`src/rtl/mp_regfile_pkg.sv`:
```
`default_nettype none
// +----------------------------------------------------------------------+
// | mp_regfile_pkg : clear-FSM state encoding and clog2 helper            |
// | Rev 1.0                                                              |
// +----------------------------------------------------------------------+
package mp_regfile_pkg;

   localparam logic [0:0] ST_IDLE  = 1'b0;
   localparam logic [0:0] ST_CLEAR = 1'b1;

   function automatic int clog2(input int n);
      int r;
      r = 0;
      while ((1 << r) < n) r = r + 1;
      return r;
   endfunction

endpackage
`default_nettype wire

```
`src/rtl/mp_regfile_read_mux.sv`:
```
`default_nettype none
// +----------------------------------------------------------------------+
// | rf_read_mux : one read port, write forwarding and zero-register mask  |
// | Rev 1.0                                                              |
// +----------------------------------------------------------------------+
module rf_read_mux #(
   parameter int DATA_W   = 32,
   parameter int AW       = 5,
   parameter int NUM_WR   = 2,
   parameter int BYPASS   = 1,
   parameter int ZERO_REG = 1
) (
   input  logic [AW-1:0]            rd_addr,
   input  logic [DATA_W-1:0]        stored,
   input  logic [NUM_WR-1:0]        wr_ok,
   input  logic [NUM_WR*AW-1:0]     wr_addr,
   input  logic [NUM_WR*DATA_W-1:0] wr_data,
   output logic [DATA_W-1:0]        rd_data
);

   logic [DATA_W-1:0] w_fwd;

   generate
      if (BYPASS != 0) begin : g_bypass
         // Later ports overwrite earlier matches so the highest port wins.
         always_comb begin
            w_fwd = stored;
            for (int p = 0; p < NUM_WR; p++) begin
               if (wr_ok[p] && (wr_addr[p*AW +: AW] == rd_addr))
                  w_fwd = wr_data[p*DATA_W +: DATA_W];
            end
         end
      end else begin : g_no_bypass
         logic w_unused_wr;
         assign w_unused_wr = ^{wr_ok, wr_addr, wr_data};
         assign w_fwd = stored;
      end
   endgenerate

   assign rd_data = ((ZERO_REG != 0) && (rd_addr == '0)) ? '0 : w_fwd;

endmodule
`default_nettype wire

```
`src/rtl/mp_regfile.sv`:
```
`default_nettype none
// +----------------------------------------------------------------------+
// | mp_regfile : multi-port flop register file with sequential clear      |
// | Rev 1.0                                                              |
// +----------------------------------------------------------------------+
module mp_regfile
   import mp_regfile_pkg::*;
#(
   parameter int DATA_W   = 32,
   parameter int NUM_REGS = 32,
   parameter int NUM_RD   = 2,
   parameter int NUM_WR   = 2,
   parameter int BYPASS   = 1,
   parameter int ZERO_REG = 1,
   parameter int AW       = clog2(NUM_REGS)
) (
   input  logic                     clk,
   input  logic                     rst_n,
   input  logic [NUM_WR-1:0]        wr_en,
   input  logic [NUM_WR*AW-1:0]     wr_addr,
   input  logic [NUM_WR*DATA_W-1:0] wr_data,
   input  logic [NUM_RD*AW-1:0]     rd_addr,
   output logic [NUM_RD*DATA_W-1:0] rd_data,
   input  logic                     clr_req,
   output logic                     busy,
   output logic                     clr_done
);

   localparam logic [AW-1:0] c_LAST = AW'(NUM_REGS - 1);
   localparam logic [AW-1:0] c_ONE  = AW'(1);

   logic [DATA_W-1:0] r_regs [NUM_REGS];
   logic [0:0]        r_state;
   logic [AW-1:0]     r_ptr;
   logic              r_clr_done;
   logic [NUM_WR-1:0] w_wr_ok;

   // A write is accepted only outside a clear and never to a hard-wired zero.
   generate
      for (genvar p = 0; p < NUM_WR; p++) begin : g_wr_ok
         assign w_wr_ok[p] = wr_en[p] && (r_state == ST_IDLE) &&
                             !((ZERO_REG != 0) && (wr_addr[p*AW +: AW] == '0));
      end
   endgenerate

   always_ff @(posedge clk or negedge rst_n) begin
      if (!rst_n) begin
         r_state    <= ST_IDLE;
         r_ptr      <= '0;
         r_clr_done <= 1'b0;
      end else begin
         r_clr_done <= 1'b0;
         case (r_state)
            ST_IDLE: begin
               if (clr_req) begin
                  r_state <= ST_CLEAR;
                  r_ptr   <= '0;
               end
            end
            ST_CLEAR: begin
               r_ptr <= r_ptr + c_ONE;
               if (r_ptr == c_LAST) begin
                  r_state    <= ST_IDLE;
                  r_clr_done <= 1'b1;
               end
            end
            default: r_state <= ST_IDLE;
         endcase
      end
   end

   always_ff @(posedge clk or negedge rst_n) begin
      if (!rst_n) begin
         for (int i = 0; i < NUM_REGS; i++) r_regs[i] <= '0;
      end else if (r_state == ST_CLEAR) begin
         r_regs[r_ptr] <= '0;
      end else begin
         for (int p = 0; p < NUM_WR; p++) begin
            if (w_wr_ok[p])
               r_regs[wr_addr[p*AW +: AW]] <= wr_data[p*DATA_W +: DATA_W];
         end
      end
   end

   generate
      for (genvar r = 0; r < NUM_RD; r++) begin : g_rd
         rf_read_mux #(
            .DATA_W   (DATA_W),
            .AW       (AW),
            .NUM_WR   (NUM_WR),
            .BYPASS   (BYPASS),
            .ZERO_REG (ZERO_REG)
         ) u_mux (
            .rd_addr (rd_addr[r*AW +: AW]),
            .stored  (r_regs[rd_addr[r*AW +: AW]]),
            .wr_ok   (w_wr_ok),
            .wr_addr (wr_addr),
            .wr_data (wr_data),
            .rd_data (rd_data[r*DATA_W +: DATA_W])
         );
      end
   endgenerate

   assign busy     = (r_state == ST_CLEAR);
   assign clr_done = r_clr_done;

endmodule
`default_nettype wire

```
`config.mk`:
```
export PLATFORM = sky130hd
export DESIGN_NAME = mp_regfile
export DESIGN_NICKNAME = d
export VERILOG_FILES = /design/src/rtl/mp_regfile_pkg.sv /design/src/rtl/mp_regfile_read_mux.sv /design/src/rtl/mp_regfile.sv
export SDC_FILE = /design/constraint.sdc
export NUM_CORES = 2
export LEC_CHECK = 0
export CORE_MARGIN = 1
export CORE_UTILIZATION = 30
export DETAILED_ROUTE_END_ITERATION = 10
export GPL_TIMING_DRIVEN = 0
export PLACE_DENSITY = 0.53
export SYNTH_ARGS = -nofsm -noshare
export SYNTH_HDL_FRONTEND = slang
export SYNTH_SLANG_ARGS = --single-unit
```
`constraint.sdc`:
```
create_clock -name clk -period 9.25 [get_ports clk]
set_input_delay 1.85 -clock clk [delete_from_list [all_inputs] [get_ports clk]]
set_output_delay 1.85 -clock clk [all_outputs]
set_load 0.1 [all_outputs]
```
==> reports/summary.txt <==
Initial Utilization -> 0.301
Pwr Density -> 215 nW/µm²
R2R Path End -> r_regs[451]
Root Buffer -> clkbuf_16
# IOs -> 155
fin crit period -> 9.63 ns
Net Sw Frac -> 0.431
startpoint class of the critical path -> input port
Routed Antenna Nets -> 0
final net count -> 8343
number of DRC markers in iteration 0 -> 11500
register bit total from synthesis -> 1031
crit path DAT -> 7.78 ns
Total Routing Usage GR -> 0.434
warnings from Yosys -> 0
Synth area leaders -> dfrtp_1 34%, mux2i_1 13%, mux4_2 10%, a22o_1 8.9%, a21oi_1 7.2%
worst skew pair latency -> 0.85 ns
Comb pwr share -> 0.350
Mapped Cells -> 7960
Netlist cell types -> 74
HPWL after detailed placement -> 452000 µm
hold path startpoint -> r_regs[837]
RSZ-0062 raised after global routing -> false
Sink Count -> 1031
Post-synth ARST share -> 1.00
part of the power in registers -> 0.323
Net Sw Power -> 7.94 mW
TritonCTS clock tree -> built
Hold Slack -> 0.511 ns
synth-to-layout area growth -> 14.5%
Routed WL per cell -> 47.9 µm
pre-CTS setup slack -> -0.823 ns
Setup-failing EPs final -> 15
power share of the clock group -> 0.327
Max Root-Sink Buffers -> 3
Worst Clk Skew -> 0.0425 ns
post-synth top area share -> 0.345
Slew @ Worst Pin -> 1.67 ns
most common library cells after synthesis -> 1084 x a21oi_1, 1031 x dfrtp_1, 996 x mux2i_1
Via density -> 6.68
final worst setup slack -> -0.381 ns
period utilization -> 1.04
max frequency -> 104 MHz
Placement Rows -> 183
total power -> 18.4 mW
Crit Reg-Reg Startpoint -> busy
placed insts -> 11400
flop-to-flop setup slack -> 4.35 ns
EDFF count, synth -> 0
vias in the first global route -> 73800
Worst Hold Endpoint -> r_regs[837]
sequential area share after synthesis -> 0.345
worst reg2reg path depth -> 9
Buffers on Ports -> 109
CTS Hold Buffers Added -> 0
worst-case vdd ir drop -> 200 µV
endpoints failing hold -> 0
worst hold path class -> flip-flop to flip-flop
clk slew on worst S/H paths -> 0.06 ns
die height -> 502 µm
Num CTS Buffers -> 146
cell internal pwr -> 10.5 mW
post-synth top area cell -> dfrtp_1
Pleak -> 35.4 nW
Critical Path Sink Type -> primary output
ys flop type -> dfrtp_1
Via Count -> 78400
core area -> 248000 µm²
Die Area -> 252000 µm²
Placer Congestion -> 1.09
drt pass-1 iters -> 7
syn_area_per_cell -> 9.40 µm²
initial antenna violation count -> 45
syn nets -> 8054
routed wire length -> 562000 µm
global-route wire length before repair -> 718000 µm
pin count of the biggest net entering global routing -> 154
max-slew violation count -> 302
Layout Cells excl Fill -> 11700
Cells on Worst Hold Path -> 2
Worst Path Class, Setup -> input port to primary output
most common cell in the netlist -> a21oi_1
Finished Core Util -> 0.345
total grt overflow -> 0
failing checks -> max-capacitance violations, max-slew violations, negative setup slack
Mapped Area -> 74900 µm²
CP Max Fanout -> 10
Max Cap Viol -> 32
Worst EP required -> 7.40 ns
# fillers -> 25500
layout cells sized above 1 -> 0.112
die width -> 502 µm
H-Tree Level Count -> 4
status -> finished, violations left
Slew HR -> -0.115
DR DRC count -> 0
-- metrics by stage --
step / TNS (ns) / cell area (µm²)
after CTS: 0 / 85600
after detailed placement: -13.69 / 80700
after floorplan: 0 / 74900
final: -2.19 / 85700
after global routing: 0 / 85600
after global placement: - / 80100
-- what timing repair did --
item,in CTS,in global routing
gates resized for setup,10,3
hold endpoints to repair,0,0
pin swaps,1,0
buffers inserted,6,0
endpoints found under the setup margin,35,2
-- how the worst max path moves through the flow --
stage	from	endpoint	slack, ns	depth (start not counted)
floorplan	rd_addr[2]	rd_data[10]	1.98	8
global placement	rst_n	r_regs[206]	-48.92	1
detailed placement	rd_addr[6]	rd_data[34]	-0.82	10
CTS	rd_addr[3]	rd_data[8]	0.06	10
global route	rd_addr[6]	rd_data[43]	0.007	11
finish	rd_addr[3]	rd_data[8]	-0.38	10
-- placed cells by master (no fill, tap or decap), drive strengths merged, types with 16 or more instances in the layout --
master,instances
a222oi,26
xnor2,17
a22o,762
a221oi,64
mux2i,996
o21ai,566
a221o,24
nor3,71
nor4,25
clkinv,21
clkbuf,1015
nor2,740
inv,69
nand2,375
diode,29
a22oi,20
o22ai,41
o31ai,261
a311oi,31
mux2,72
nand3,22
clkdlybuf4s50,96
dfrtp,1031
a21oi,1084
and2,39
buf,291
a31oi,21
mux4,338
nor2b,16
o221ai,108
-- critical path, stage by stage --
cell	delay (ns)
buf_2	0.22
buf_2	0.48
and2_1	0.50
clkbuf_2	0.36
buf_12	0.24
clkbuf_1	1.10
a22oi_1	0.67
a22o_1	0.36
o21ai_0	0.68
clkdlybuf4s50_1	1.28
-- per-layer routing --
metal	track usage	up-vias	part of all wire
met3	0.178	1349	0.13
met5	0	-	0.00020
met4	0.285	16	0.077
met1	0.516	40400	0.37
met2	0.641	5714	0.42
li1	-	30900	-
-- flip-flops by register name (all words and copies together), names as in the netlist --
name / count
clr_done: 1
busy: 1
r_ptr: 5
r_regs: 1024
-- cells by family after synthesis --
group,share of synthesized area
fa+ha+maj,0.000836
xor+xnor,0.00257
buf+inv,0.0629
compound gates,0.268
simple gates,0.0754
mux,0.246
flops,0.345
-- final cells by class --
class	instances	area, µm²	share of cell area
inverters	64	240	0.00280
clock inverters	37	546	0.00636
multi-input cells	5816	44400	0.518
clock buffers	224	4290	0.0501
well taps	3330	4170	0.0486
diodes	29	72.6	0.000847
flip-flops and latches	1031	25800	0.301
plain buffers	1049	4520	0.0528
repair buffers	141	1680	0.0196
-- power groups by stage --
stage	combinational, mW	sequential (mW)	clock, mW
after floorplan	3.51	5.65	0
after global placement	6.04	5.95	0
after detailed placement	6.15	5.96	0
after CTS	6.16	5.89	6.00
after global routing	6.55	6.00	6.17
final	6.45	5.96	6.02
(Power assumes the default switching activity.)
